<file path="src/rtl/ysyx_24070016_wbu.sv">
// rtl/ysyx_24070016_wbu.sv - write-back stage with EXU/LSU arbitration and busy scoreboard (optional YSYX_24070016_WB_BYPASS_EN)
module ysyx_24070016_wbu #(
    parameter int ADDR_WIDTH = 5,
    parameter int DATA_WIDTH = 32
) (
    input  logic                  clk,
    input  logic                  rst_n,
    input  logic                  exu_valid,
    output logic                  exu_ready,
    input  logic [ADDR_WIDTH-1:0] exu_rd,
    input  logic [DATA_WIDTH-1:0] exu_data,
    input  logic                  lsu_valid,
    output logic                  lsu_ready,
    input  logic [ADDR_WIDTH-1:0] lsu_rd,
    input  logic [DATA_WIDTH-1:0] lsu_data,
    input  logic                  iss_valid,
    input  logic [ADDR_WIDTH-1:0] iss_rd,
    output logic                  iss_ready,
    input  logic [ADDR_WIDTH-1:0] rs1,
    input  logic [ADDR_WIDTH-1:0] rs2,
    output logic                  hazard1,
    output logic                  hazard2,
    output logic                  fwd1_valid,
    output logic                  fwd2_valid,
    output logic [DATA_WIDTH-1:0] fwd1_data,
    output logic [DATA_WIDTH-1:0] fwd2_data,
    output logic                  rf_wen,
    output logic [ADDR_WIDTH-1:0] rf_waddr,
    output logic [DATA_WIDTH-1:0] rf_wdata
);

    localparam int NREG = 1 << ADDR_WIDTH;

    logic [1:0]            exu_wait_q, exu_wait_d;
    logic                  stg_v_q, stg_v_d;
    logic [ADDR_WIDTH-1:0] stg_rd_q, stg_rd_d;
    logic [DATA_WIDTH-1:0] stg_data_q, stg_data_d;
    logic [NREG-1:0]       busy_q, busy_d;
    logic                  exu_grant, lsu_grant;
    logic                  iss_fire;

    // LSU has priority; EXU takes the slot after three consecutive losses
    always_comb begin
        exu_grant  = exu_valid && (!lsu_valid || exu_wait_q == 2'd3);
        lsu_grant  = lsu_valid && !exu_grant;
        exu_wait_d = (exu_valid && !exu_grant) ? exu_wait_q + 2'd1 : 2'd0;
    end

    assign exu_ready = exu_grant;
    assign lsu_ready = lsu_grant;

    // Stage loads the winner; rd/data are held when idle since v gates the write
    always_comb begin
        stg_v_d    = exu_grant || lsu_grant;
        stg_rd_d   = stg_rd_q;
        stg_data_d = stg_data_q;
        if (exu_grant) begin
            stg_rd_d   = exu_rd;
            stg_data_d = exu_data;
        end else if (lsu_grant) begin
            stg_rd_d   = lsu_rd;
            stg_data_d = lsu_data;
        end
    end

    assign rf_wen   = stg_v_q && (stg_rd_q != '0);
    assign rf_waddr = stg_rd_q;
    assign rf_wdata = stg_data_q;

    // A busy register may be re-issued in the same cycle its writer retires
    always_comb begin
        iss_ready = (iss_rd == '0) || !busy_q[iss_rd] || (rf_wen && (rf_waddr == iss_rd));
        iss_fire  = iss_valid && iss_ready && (iss_rd != '0);
    end

    // Retire clears first so a same-cycle re-issue leaves the bit set
    always_comb begin
        busy_d = busy_q;
        if (rf_wen) begin
            busy_d[rf_waddr] = 1'b0;
        end
        if (iss_fire) begin
            busy_d[iss_rd] = 1'b1;
        end
        busy_d[0] = 1'b0;
    end

    // Source hazards, optionally resolved by forwarding the stage value
    always_comb begin
`ifdef YSYX_24070016_WB_BYPASS_EN
        fwd1_valid = (rs1 != '0) && rf_wen && (rf_waddr == rs1);
        fwd2_valid = (rs2 != '0) && rf_wen && (rf_waddr == rs2);
        fwd1_data  = rf_wdata;
        fwd2_data  = rf_wdata;
`else
        fwd1_valid = 1'b0;
        fwd2_valid = 1'b0;
        fwd1_data  = '0;
        fwd2_data  = '0;
`endif
        hazard1 = (rs1 != '0) && busy_q[rs1] && !fwd1_valid;
        hazard2 = (rs2 != '0) && busy_q[rs2] && !fwd2_valid;
    end

    // State registers; reset drops any staged result immediately
    always_ff @(posedge clk or negedge rst_n) begin
        if (!rst_n) begin
            exu_wait_q <= 2'd0;
            stg_v_q    <= 1'b0;
            stg_rd_q   <= '0;
            stg_data_q <= '0;
            busy_q     <= '0;
        end else begin
            exu_wait_q <= exu_wait_d;
            stg_v_q    <= stg_v_d;
            stg_rd_q   <= stg_rd_d;
            stg_data_q <= stg_data_d;
            busy_q     <= busy_d;
        end
    end

endmodule
</file>
<file path="config.mk">
export PLATFORM = sky130hd
export DESIGN_NAME = ysyx_24070016_wbu
export DESIGN_NICKNAME = d
export VERILOG_FILES = /design/src/rtl/ysyx_24070016_wbu.sv
export SDC_FILE = /design/constraint.sdc
export NUM_CORES = 1
export LEC_CHECK = 0
export ABC_AREA = 1
export CORE_MARGIN = 5
export CORE_UTILIZATION = 40
export CTS_BUF_LIST = sky130_fd_sc_hd__clkbuf_4 sky130_fd_sc_hd__clkbuf_8 sky130_fd_sc_hd__clkbuf_16
export DETAILED_ROUTE_END_ITERATION = 7
export HOLD_SLACK_MARGIN = 0.1
export MAX_ROUTING_LAYER = met4
export PLACE_DENSITY_LB_ADDON = 0.3
export SYNTH_ARGS = -nofsm -noshare
export SYNTH_HDL_FRONTEND = slang
export SYNTH_SLANG_ARGS = --single-unit
</file>
<file path="constraint.sdc">
create_clock -name clk -period 1.5 [get_ports clk]
set_input_delay 0.3 -clock clk [delete_from_list [all_inputs] [get_ports clk]]
set_output_delay 0.3 -clock clk [all_outputs]
set_load 0.1 [all_outputs]
</file>
### After elaboration in Yosys (flattened, before gate mapping)

Index checks and enable logic that the tools add are counted.

| cells by class | value |
|---|---|
| multiplexer cells | 17 |
| order comparisons | 6 |
| eq/ne operators | 2 |
| bitwise operators | 3 |
| reduce and logical (&&, ||, !) cells | 24 |
| add/subtract/negate cells | 1 |

Operators by type and width:

| kind | count |
|---|---|
| 32-bit 2-to-1 mux | 4 |
| 32-bit bitwise AND | 1 |
| 32-bit inverter | 1 |
| 32-bit bitwise OR | 1 |
| 5-bit by 6-bit less-than comparator with 1-bit output, second input constant | 4 |
| 5-bit nonzero test | 4 |
| 1-bit binary-select mux with 5-bit select | 3 |
| 1-bit logical AND | 11 |
| 1-bit demux with 5-bit select | 2 |
| 5-bit by 1-bit greater-or-equal comparator with 1-bit output, second input constant | 2 |
| 5-bit 2-to-1 mux | 2 |
| 5-bit equality test | 1 |
| 5-bit zero test | 1 |
| 1-bit 2-to-1 mux | 5 |
| 1-bit logical OR | 4 |
| 1-bit zero test | 3 |
| 2-bit by 1-bit adder with 2-bit output, second input constant | 1 |
| 2-bit equality test, second input constant | 1 |
| 2-bit 2-to-1 mux | 1 |
| 2-bit nonzero test | 1 |

| word-level totals | value |
|---|---|
| register bits | 71 |
| bits of input ports | 94 |
| word-level logic and storage cells | 58 |

### Logic depth before layout (Yosys ltp)

| logic depth | value |
|---|---|
| depth in word-level cells | 9 |
| depth in mapped cells | 15 |

### Worst setup path after synthesis

OpenSTA, ideal clock, no wires.

| timing | value |
|---|---|
| path type | reg-to-output |
| start point | register exu_wait_q[0] |
| end point | output lsu_ready |
| stages on the path, launching flop included | 6 |
| buffers on the path | 1 |
| arrival | 2.780 ns |
| slack | -1.580 ns |
| required time | 1.200 ns |
| cell sequence | dfrtp_1 ha_1 inv_1 a21oi_1 clkbuf_1 nor2_1 |

| on the way | value |
|---|---|
| longest elaborated chain between the ends | 5 |

RTL lines:

| what | RTL line | text |
|---|---|---|
| from (decl) | 34 | `logic [1:0] exu_wait_q, exu_wait_d;` |
| from (signal assigned) | 114 | `exu_wait_q <= exu_wait_d;` |
| 2-bit equality test | 44 | `exu_grant = exu_valid && (!lsu_valid \|\| exu_wait_q == 2'd3);` |
| 1-bit logical OR | 44 |  |
| 1-bit logical AND | 44 |  |
| named net exu_ready | 9 | `output logic exu_ready,` |
| 1-bit zero test | 45 | `lsu_grant = lsu_valid && !exu_grant;` |
| 1-bit logical AND | 45 |  |
| to (decl) | 13 | `output logic lsu_ready,` |

The timed path passes the listed nets, and every way through them passes these cells.

### Worst setup path in the final report

| timing | value |
|---|---|
| start point | register stg_rd_q[3], in the netlist rf_waddr[3] |
| end point | output iss_ready |

| on the way | value |
|---|---|
| longest elaborated chain between the ends | 4 |

RTL lines:

| what | RTL line | text |
|---|---|---|
| from (decl) | 36 | `logic [ADDR_WIDTH-1:0] stg_rd_q, stg_rd_d;` |
| from (signal assigned) | 116 | `stg_rd_q <= stg_rd_d;` |
| 5-bit nonzero test | 66 | `assign rf_wen = stg_v_q && (stg_rd_q != '0);` |
| 1-bit logical AND | 66 |  |
| 1-bit logical AND * | 72 | `iss_ready = (iss_rd == '0) \|\| !busy_q[iss_rd] \|\| (rf_wen && (rf_waddr == iss_rd));` |
| 1-bit logical OR * | 72 |  |
| to (decl) | 18 | `output logic iss_ready,` |

Every way passes the cells marked *; elsewhere a longest branch is shown, timed or not.

==> out/metrics.cfg <==
[placed_design]
portBuffers = 136
post-place-ws_ns = -0.758
dp_hpwl_mm = 13.3
globalplace.congestion = 0.958
placed_cells = 1067

[synthesis]
synth_compound_area_share_pct = 14.5
yosysSeqAreaShare_pct = 35.4
synthXorXnorAreaFrac_pct = 0.873
yosysWarnings = 0
synthMuxAreaShare_pct = 0
synthSimpleGateAreaFrac_pct = 31.9
synth_top_family_by_area = simple AND/OR/NAND/NOR gates
synthCells = 714
syn-cell-area_um2 = 5020
syn_area_per_cell_um2 = 7.03
ys_seq_elements = 71
synthAdderAreaFrac_pct = 0.249
yosysUniqueCellTypes = 31

[routing]
post-route-drc-count = 0
dr.first_iter.drc_count = 287
via_per_inst = 4.85
ant_nets = 0
first_pass_iters = 5
vias = 5339
routed_wl_mm = 17.3
wl_per_cell_um = 15.7

[grt]
grt_max_degree = 72
gr-usage-all-layers_pct = 23.8
grt_pass1_wl_mm = 26.8
grt_pass1_vias = 5298
antenna_found_initial = 0
grt-ovfl-total = 0

[status]
violations = negative setup slack
status = complete, but fails checks

[timing]
finalWorstPathRequiredPeriod_ns = 1.97
timing.final.crit_share_pct = 131
final-setup-viol-count = 64
setup_slack_ns = -0.466
max_freq_mhz = 509
hold_viol = 0
maxSlewViolCount = 0
rsz0062_at_grt = true
fin_skew_ns = 0.00598

[layout]
final_nets = 1019
nFillCells = 1075
antenna_cells = 0
final_cell_mix = nand2_1, clkdlybuf4s50_1, conb_1, dfrtp_1, buf_4
final_common_cell = nand2_1
syn_to_final_growth_pct = 61.6
final_layout_size_suffix_gt1_share_pct = 25.7
final_cells = 1101

[pwr]
ir_drop_uv = 599
p_comb_share_pct = 49.0
p_sw_share_pct = 45.3
p_seq_share_pct = 29.8
p_int_mw = 5.66
power.density_nw_per_um2 = 1280
p_leak_nw = 3.70
switching_power_mw = 4.69
p_clk_share_pct = 21.2
p_total_mw = 10.4

[hold_path]
hold_path_startpoint = exu_wait_q[0]$_DFF_PN0_
min-delay-path-class = flip-flop to flip-flop
min_path_cells = 2

[floorplan]
dieArea_um2 = 14900
placementRows = 41
coreArea_um2 = 12500
die-width_um = 122
start_util_pct = 40.2
io_pins = 203
dieHeight_um = 122

[worst_setup_path]
critPathRequiredTime_ns = 1.20
reg2reg_from = rf_waddr[4]$_DFFE_PN0P_
crit_type = flip-flop to primary output
critPathCapture = iss_ready
arrival_ns = 1.67
worst-r2r-cell-count = 10
critical_path.startpoint = rf_waddr[3]$_DFFE_PN0P_
endpoint_kind = primary output
ff2ff_setup_slack_ns = -0.32
worstReg2RegEnd = busy_q[25]$_DFF_PN0_
path_max_fanout = 4
critPathLaunchType = flip-flop

[clock_tree]
cts-root-buf = clkbuf_16
cts_buffers = 9
cts_sinks = 71
clk_latency_ns = 0.33
cts_buffer_depth = 2
cts_tree = yes
h-tree-depth = 3
path_clk_slew_ns = 0.06

[flow_run]
cap_violations = 0

-- metal layers --
layer	global-route usage, %	routed length, um	vias to the layer above
li1	-	-	2629
met1	28.0	6810	2472
met2	39.4	8780	214
met3	6.50	1390	24
met4	8.26	335	0
met5	-	0	-
-- cells in the mapped netlist --
cell type,n,share of area [%]
nand2_1,250,19
dfrtp_1,71,35
buf_4,69,10
o21ai_0,55,5.5
nor2_1,50,3.7
inv_1,46,3.4
o211ai_1,34,5.1
nand3_1,32,3.2
nand3_2,19,3.8
a21oi_1,18,1.8
clkbuf_1,14,1.0
nor3_1,12,1.2
o2111ai_1,6,1.0
nand4_1,5,0.62
o221ai_1,5,0.87
buf_1,4,0.30
buf_2,3,0.30
buf_6,3,0.67
xor2_1,3,0.52
buf_8,2,0.60
clkinv_1,2,0.15
xnor2_1,2,0.35
and2_1,1,0.12
conb_1,1,0.075
ha_1,1,0.25
inv_4,1,0.12
nand2_4,1,0.22
nor2_2,1,0.12
nor3b_1,1,0.15
o21ai_1,1,0.10
o21bai_1,1,0.15
-- per-stage QoR --
stage                     area (um^2)  hold WS [ns]  utilization [%]  setup TNS (ns)
final                            8110         0.523             65.0          -10.81
after global routing             8110         0.537             65.0          -15.83
after CTS                        7980         0.524             64.0           -9.16
after detailed placement         7420         0.364             59.5          -29.28
after global placement           7420         0.364             59.5          -29.04
after floorplan                  5400       0.00441                -           -8.85
-- critical path, stage by stage, from the launching register on --
cell and delay [ns]:
dfrtp_4 0.51, xor2_1 0.15, nor3_1 0.20, nand4_1 0.17
nand2_4 0.12, buf_12 0.17
-- kinds of logic (layout without fill, tap and decap cells) --
group / after synthesis / in the layout
and+or+nand+nor: 372 / 372
DFF: 71 / 71
adders and majority gates: 1 / 1
other: 1 / 66
buffers and inverters: 144 / 294
xor gates and xnor gates: 5 / 5
AOI/OAI and AO/OA: 120 / 120
-- registers in the layout (all words and copies together), names as in the netlist --
name,cells
busy_q,31
exu_wait_q,2
rf_waddr,5
rf_wdata,32
stg_v_q,1
-- repair_timing --
action                     CTS  global route
setup buffers                9             5
setup endpoints to repair   38            70
gates resized for setup     57            27
hold endpoints to repair    71             0
cloned                       3             1
hold buffers                 1             0
pin swaps                   17            18
-- power groups by stage --
| stage | clock, mW | sequential (mW) | combinational [mW] |
|---|---|---|---|
| CTS | 2.21 | 3.06 | 5.00 |
| global placement | 0 | 3.06 | 4.77 |
| detailed placement | 0 | 3.07 | 4.79 |
| finish | 2.19 | 3.09 | 5.08 |
| global route | 2.30 | 3.13 | 5.39 |
| floorplan | 0 | 3.58 | 2.38 |
-- cell type report --
| cell class | count | area (um^2) | area share [%] |
|---|---|---|---|
| Multi-Input combinational cell | 564 | 2820 | 34.7 |
| Timing Repair Buffer | 228 | 2750 | 33.9 |
| Sequential cell | 71 | 1800 | 22.2 |
| Clock buffer | 11 | 246 | 3.04 |
| Inverter | 49 | 218 | 2.69 |
| Tap cell | 172 | 215 | 2.66 |
| Clock inverter | 5 | 56.3 | 0.695 |
| Timing Repair inverter | 1 | 5.00 | 0.0617 |
-- how the worst min path moves through the flow --
stage                                     endpoint
after floorplan               busy_q[10]$_DFF_PN0_
after global placement    rf_wdata[23]$_DFFE_PN0P_
after detailed placement  rf_wdata[24]$_DFFE_PN0P_
after CTS                  rf_wdata[8]$_DFFE_PN0P_
after global routing      rf_wdata[26]$_DFFE_PN0P_
final                      exu_wait_q[0]$_DFF_PN0_
Power figures use the tool's default switching activity.
